<file path="src/rtl/key_sched_pkg.sv">
// Shared types and constants for the AES key-schedule round timer.
package key_sched_pkg;

    // Rounds per key size
    localparam int unsigned ROUNDS_AES128 = 10;
    localparam int unsigned ROUNDS_AES192 = 12;
    localparam int unsigned ROUNDS_AES256 = 14;

    // Width of the per-round cycle counter (CYC_PER_ROUND <= 15)
    localparam int unsigned CNT_W = 4;

    typedef enum logic [1:0] {
        ST_IDLE = 2'd0,
        ST_RUN  = 2'd1,
        ST_DONE = 2'd2
    } ks_state_e;

    typedef enum logic [1:0] {
        MODE_AES128 = 2'b00,
        MODE_AES192 = 2'b01,
        MODE_AES256 = 2'b10,
        MODE_RSVD   = 2'b11
    } ks_mode_e;

    // Round count for a key size; reserved falls back to AES-128 (never latched)
    function automatic int unsigned rounds_for_mode(input ks_mode_e m);
        case (m)
            MODE_AES192: return ROUNDS_AES192;
            MODE_AES256: return ROUNDS_AES256;
            default:     return ROUNDS_AES128;
        endcase
    endfunction

endpackage

</file>
<file path="src/rtl/flex_counter.sv">
// Wrapping cycle counter: counts 0..rollover_val-1 while enabled, sync clear.
module flex_counter #(
    parameter int unsigned NUM_CNT_BITS = 4
) (
    input  logic                    clk,
    input  logic                    n_rst,
    input  logic                    clear,
    input  logic                    count_enable,
    input  logic [NUM_CNT_BITS-1:0] rollover_val,
    output logic [NUM_CNT_BITS-1:0] next_count_c,
    output logic                    rollover_flag_c
);

    logic [NUM_CNT_BITS-1:0] count_q;
    logic [NUM_CNT_BITS-1:0] last_val;

    // Last value before wrap, and wrap/clear next-count selection
    always_comb begin
        last_val        = rollover_val - NUM_CNT_BITS'(1);
        rollover_flag_c = (count_q == last_val);
        next_count_c    = count_q;
        if (clear) begin
            next_count_c = '0;
        end else if (count_enable) begin
            if (rollover_flag_c) begin
                next_count_c = '0;
            end else begin
                next_count_c = count_q + NUM_CNT_BITS'(1);
            end
        end
    end

    // Count register
    always_ff @(posedge clk or negedge n_rst) begin
        if (!n_rst) begin
            count_q <= '0;
        end else begin
            count_q <= next_count_c;
        end
    end

endmodule

</file>
<file path="src/rtl/key_sched_timer.sv">
// Round timer for AES key expansion: paces rounds, flags completion.
module key_sched_timer
    import key_sched_pkg::*;
#(
    parameter int unsigned CYC_PER_ROUND = 1,
    parameter int unsigned RND_BITS      = 4
) (
    input  logic                clk,
    input  logic                n_rst,
    input  logic                start,
    input  logic [1:0]          mode,
    input  logic                abort,
    output logic                busy,
    output logic                round_tick,
    output logic [RND_BITS-1:0] round_idx,
    output logic                key_done,
    output logic                mode_err
);

    localparam logic [CNT_W-1:0]    CYC_ROLL  = CNT_W'(CYC_PER_ROUND);
    localparam logic [CNT_W-1:0]    CYC_LAST  = CNT_W'(CYC_PER_ROUND - 1);
    localparam logic [RND_BITS-1:0] LAST_RST  = RND_BITS'(ROUNDS_AES128 - 32'd1);

    ks_state_e           state_q, state_d;
    logic [RND_BITS-1:0] round_idx_q, round_idx_d;
    logic [RND_BITS-1:0] last_rnd_q, last_rnd_d;
    logic                busy_q, busy_d;
    logic                round_tick_q, round_tick_d;
    logic                key_done_q, key_done_d;
    logic                mode_err_q, mode_err_d;

    logic                cnt_clear_c;
    logic                cnt_en_c;
    logic [CNT_W-1:0]    cnt_next_c;
    logic                cnt_wrap_c;
    logic                tick_c;

    // Per-round cycle counter
    flex_counter #(
        .NUM_CNT_BITS (CNT_W)
    ) u_cyc_cnt (
        .clk             (clk),
        .n_rst           (n_rst),
        .clear           (cnt_clear_c),
        .count_enable    (cnt_en_c),
        .rollover_val    (CYC_ROLL),
        .next_count_c    (cnt_next_c),
        .rollover_flag_c (cnt_wrap_c)
    );

    assign tick_c = (state_q == ST_RUN) && cnt_wrap_c;

    // Next-state, round index and latched round limit
    always_comb begin
        state_d     = state_q;
        round_idx_d = round_idx_q;
        last_rnd_d  = last_rnd_q;
        mode_err_d  = 1'b0;
        case (state_q)
            ST_IDLE: begin
                round_idx_d = '0;
                if (start) begin
                    if (mode == MODE_RSVD) begin
                        mode_err_d = 1'b1;
                    end else begin
                        last_rnd_d = RND_BITS'(rounds_for_mode(ks_mode_e'(mode)) - 32'd1);
                        state_d    = ST_RUN;
                    end
                end
            end
            ST_RUN: begin
                if (abort) begin
                    // Abort wins over a coincident round_tick
                    state_d     = ST_IDLE;
                    round_idx_d = '0;
                end else if (tick_c) begin
                    if (round_idx_q == last_rnd_q) begin
                        state_d = ST_DONE;
                    end else begin
                        round_idx_d = round_idx_q + RND_BITS'(1);
                    end
                end
            end
            ST_DONE: begin
                state_d     = ST_IDLE;
                round_idx_d = '0;
            end
            default: begin
                state_d     = ST_IDLE;
                round_idx_d = '0;
            end
        endcase
    end

    // Counter runs only in RUN and restarts from 0 on every entry into RUN
    assign cnt_en_c    = (state_q == ST_RUN);
    assign cnt_clear_c = (state_q != ST_RUN) || (state_d != ST_RUN);

    // Registered outputs derived from next state so they align with the state
    always_comb begin
        busy_d       = (state_d == ST_RUN);
        key_done_d   = (state_d == ST_DONE);
        round_tick_d = (state_d == ST_RUN) && (cnt_next_c == CYC_LAST);
    end

    // State and output registers
    always_ff @(posedge clk or negedge n_rst) begin
        if (!n_rst) begin
            state_q      <= ST_IDLE;
            round_idx_q  <= '0;
            last_rnd_q   <= LAST_RST;
            busy_q       <= 1'b0;
            round_tick_q <= 1'b0;
            key_done_q   <= 1'b0;
            mode_err_q   <= 1'b0;
        end else begin
            state_q      <= state_d;
            round_idx_q  <= round_idx_d;
            last_rnd_q   <= last_rnd_d;
            busy_q       <= busy_d;
            round_tick_q <= round_tick_d;
            key_done_q   <= key_done_d;
            mode_err_q   <= mode_err_d;
        end
    end

    assign busy       = busy_q;
    assign round_tick = round_tick_q;
    assign round_idx  = round_idx_q;
    assign key_done   = key_done_q;
    assign mode_err   = mode_err_q;

endmodule

</file>
<file path="config.mk">
export PLATFORM = sky130hd
export DESIGN_NAME = key_sched_timer
export DESIGN_NICKNAME = d
export VERILOG_FILES = /design/src/rtl/key_sched_pkg.sv /design/src/rtl/flex_counter.sv /design/src/rtl/key_sched_timer.sv
export SDC_FILE = /design/constraint.sdc
export NUM_CORES = 1
export LEC_CHECK = 0
export CORE_MARGIN = 5
export CORE_UTILIZATION = 44
export CTS_CLUSTER_SIZE = 20
export DETAILED_ROUTE_END_ITERATION = 8
export PLACE_DENSITY = 0.65
export RECOVER_POWER = 50
export SYNTH_ARGS = -nofsm -noshare
export SYNTH_HDL_FRONTEND = slang
export SYNTH_HIERARCHICAL = 1
export SYNTH_SLANG_ARGS = --single-unit
</file>
<file path="constraint.sdc">
create_clock -name clk -period 4.6 [get_ports clk]
set_clock_uncertainty 0.1 [all_clocks]
set_input_delay 0.69 -clock clk [delete_from_list [all_inputs] [get_ports clk]]
set_output_delay 0.69 -clock clk [all_outputs]
set_load 0.01 [all_outputs]
</file>
==> results.md <==
- Outcome: finished, final reports clean
- Horiz. Die Dim: between 50 and 60 µm
- Final min period: 2.52 ns
- Total Routing Usage GR: 0.120
- CP endpoint kind: flop
- Final worst path period share: 0.547
- Detailed Place HPWL: approximately 1300 µm
- Hold-fix buffers at CTS: 0
- CTS Buffer Depth: 2
- Met2 usage: 0.190
- Req. time, crit path: about 4.7 ns
- # diodes: 0
- First DRT Iteration DRCs: 5
- CP max stage delay: about 0.54 ns
- P_leak: 0.563 nW
- I/O Buffers: 13
- Hold crit path type: flop to flop
- Worst R2R Setup Slack: around 2.1 ns
- FF+latch count, synth: 17
- Post-Route WL: between 1500 and 2000 µm
- Yosys cell types: 29
- Die area: between 3000 and 4000 µm²
- GRT Max-Usage Layer: met2
- Average wire per standard cell: between 10 and 15 µm
- # setup viols final: 0
- Slowest-stage cell, CP: or4_1
- Yosys top cell area share: 0.419
- Setup TNS: 0 ns
- Most frequent cells in the layout: dfrtp_1 (16), nand2_1 (11), clkdlybuf4s50_1 (10)
- Post-Layout Cell Count: approximately 140
- Grt met1 use: 0.157
- Ys Warns: 6
- Vias: between 600 and 700
- NumNets Final: about 130
- Cells along the critical path: xnor3_1, nand3_1, nor2_1, nand3b_2, o21ai_2, nor3_1, or4_1, a21oi_1
- PD cells: 258 nW/µm²
- FP Rows: 16
- Worst path arrival time: between 2 and 3 ns
- Initial Util: 0.473
- Max-slew violations: 0
- Peak supply drop: 0.152 mV
- Largest net degree at the start of global routing: 18
- Sequential element share of the synthesized area: 0.446
- Max H-tree Level: 1
- Overflow after GRT: 0
- Crit Path Max Fanout: 7
- # resized after CTS: 0
- Area Growth Syn to Fin: 20.8%
- Share of cells above drive strength 1: 0.104
- Clock-pin slew on the worst setup and hold paths: 0.10 ns
- Synth area leader: dfrtp_1
- Synth Instances: 92
- Fin Hold WS: roughly 0.42 ns
- Clock sink count: 17
- Dominant cells by area after synthesis: dfrtp_1 (42%), ha_1 (7.9%), xnor2_1 (4.6%), nand2_1 (4.3%), xor2_1 (3.7%)
- Placed standard-cell area: 1140 µm²
- Vias/cell: 4.92
- Fmax: about 0.40 GHz
- Hold Fails Final Rpt: 0
- Startpoint types: flop
- Skew-Pair Late Insertion Delay: 0.28 ns
- Commonest non-fill, non-tap cell in the layout: dfrtp_1
- Relative max-transition margin: 0.504
- Synth Cell Area: 956 µm²
- Initial antenna violation count: 0
- Avg Inst Size Synth: 10.4 µm²
- Post-Layout Inst Area: ~1200 µm²
- Slew @ Worst Pin: ~0.74 ns
- Placed cell count: around 140
- Kind of critical path: flop to flop
- Final Wtd Congestion: between 0.7 and 0.8
- Post-CTS setup buffers: 0
- Met3 GRT Util: 0.0183
- Routed Antenna Nets: 0
- Max Cap Violations: 0
- Clock tree root buffer cell: clkbuf_4
- Pre-antenna DRT Iters: 4
- Finished Core Util: 0.571
- CTS tree: yes
- Die Span Y: around 57 µm
- DRC: 0
- Vias in the first global route: 737
- First-pass GRT wire length: between 3000 and 4000 µm
- Ports: 14
- Num CTS Buffers: 3
- RSZ-0062 raised after global routing: no
- Core Region: 2020 µm²
-- power breakdown --
group	switching [mW]	leakage (nW)	internal (mW)	total, mW
clock network	0.0434	0.0150	0.0336	0.0770
registers	0.00677	0.227	0.159	0.166
logic	0.0293	0.322	0.0260	0.0553
-- final cells by class --
| type | count | area [µm²] |
|---|---|---|
| Sequential cell | 17 | 427 |
| Fill cell | 193 | 867 |
| Inverter | 8 | 30.0 |
| Multi-Input combinational cell | 73 | 508 |
| Tap cell | 27 | 33.8 |
| Clock buffer | 4 | 26.3 |
| Timing Repair Buffer | 13 | 130 |
-- worst paths after layout --
check	from	to	depth (start not counted)
setup / recovery	u_cyc_cnt/count_q[2]	round_tick	8
min in group asynchronous	n_rst	last_rnd_q[1]	1
max in group asynchronous	n_rst	key_done	1
hold reg to reg	last_rnd_q[3]	last_rnd_q[3]	2
setup reg to reg	u_cyc_cnt/count_q[2]	round_tick	8
hold / removal	last_rnd_q[3]	last_rnd_q[3]	2
-- state kept, by name (all words and copies together), names as in the netlist --
| name | cells |
|---|---|
| mode_err | 1 |
| key_done | 1 |
| round_tick | 1 |
| u_cyc_cnt/count_q | 4 |
| round_idx | 4 |
| last_rnd_q | 3 |
| busy | 1 |
| state_q | 2 |
-- metrics by stage --
step | total power, mW | setup WS [ns]
floorplan | 0.205 | 2.35
global placement | 0.225 | 2.08
detailed placement | 0.227 | 2.02
CTS | 0.306 | 2.06
global route | 0.318 | 1.89
finish | 0.298 | 2.08
-- critical path: cells and delay by family, from the launching register on --
kind            cells  cell delay [ns]
compound gates      2             0.45
xor+xnor            1             0.38
simple gates        5             1.10
flops               1             0.42
-- synthesized netlist by cell type, drive strengths merged --
master / n
dfrtp: 16
nand2: 11
inv: 8
nor3: 7
ha: 6
a21oi: 5
xnor2: 5
o21ai: 4
xor2: 4
and3: 3
nor2: 3
and2b: 2
conb: 2
nand3: 2
nand4: 2
o21a: 2
a31oi: 1
a41oi: 1
and4bb: 1
dfstp: 1
mux2i: 1
nand3b: 1
nor4b: 1
or4: 1
or4b: 1
xnor3: 1
-- layer usage --
| layer | share of wire | vias up | wire [µm] |
|---|---|---|---|
| met5 | 0 | - | 0 |
| met4 | 0.016 | 0 | 27 |
| met3 | 0.020 | 2 | 34 |
| met2 | 0.48 | 8 | 799 |
| met1 | 0.48 | 332 | 803 |
| li1 | - | 356 | - |
-- logic make-up after synthesis --
kind of cell / share of synthesized area
and+or+nand+nor: 0.229
DFF: 0.446
AOI/OAI and AO/OA: 0.0903
xor gates and xnor gates: 0.106
buffers and inverters: 0.0314
adders and majority gates: 0.0785
other: 0.00786
muxes: 0.0105
Note: power is estimated with default switching activity, not from simulation.
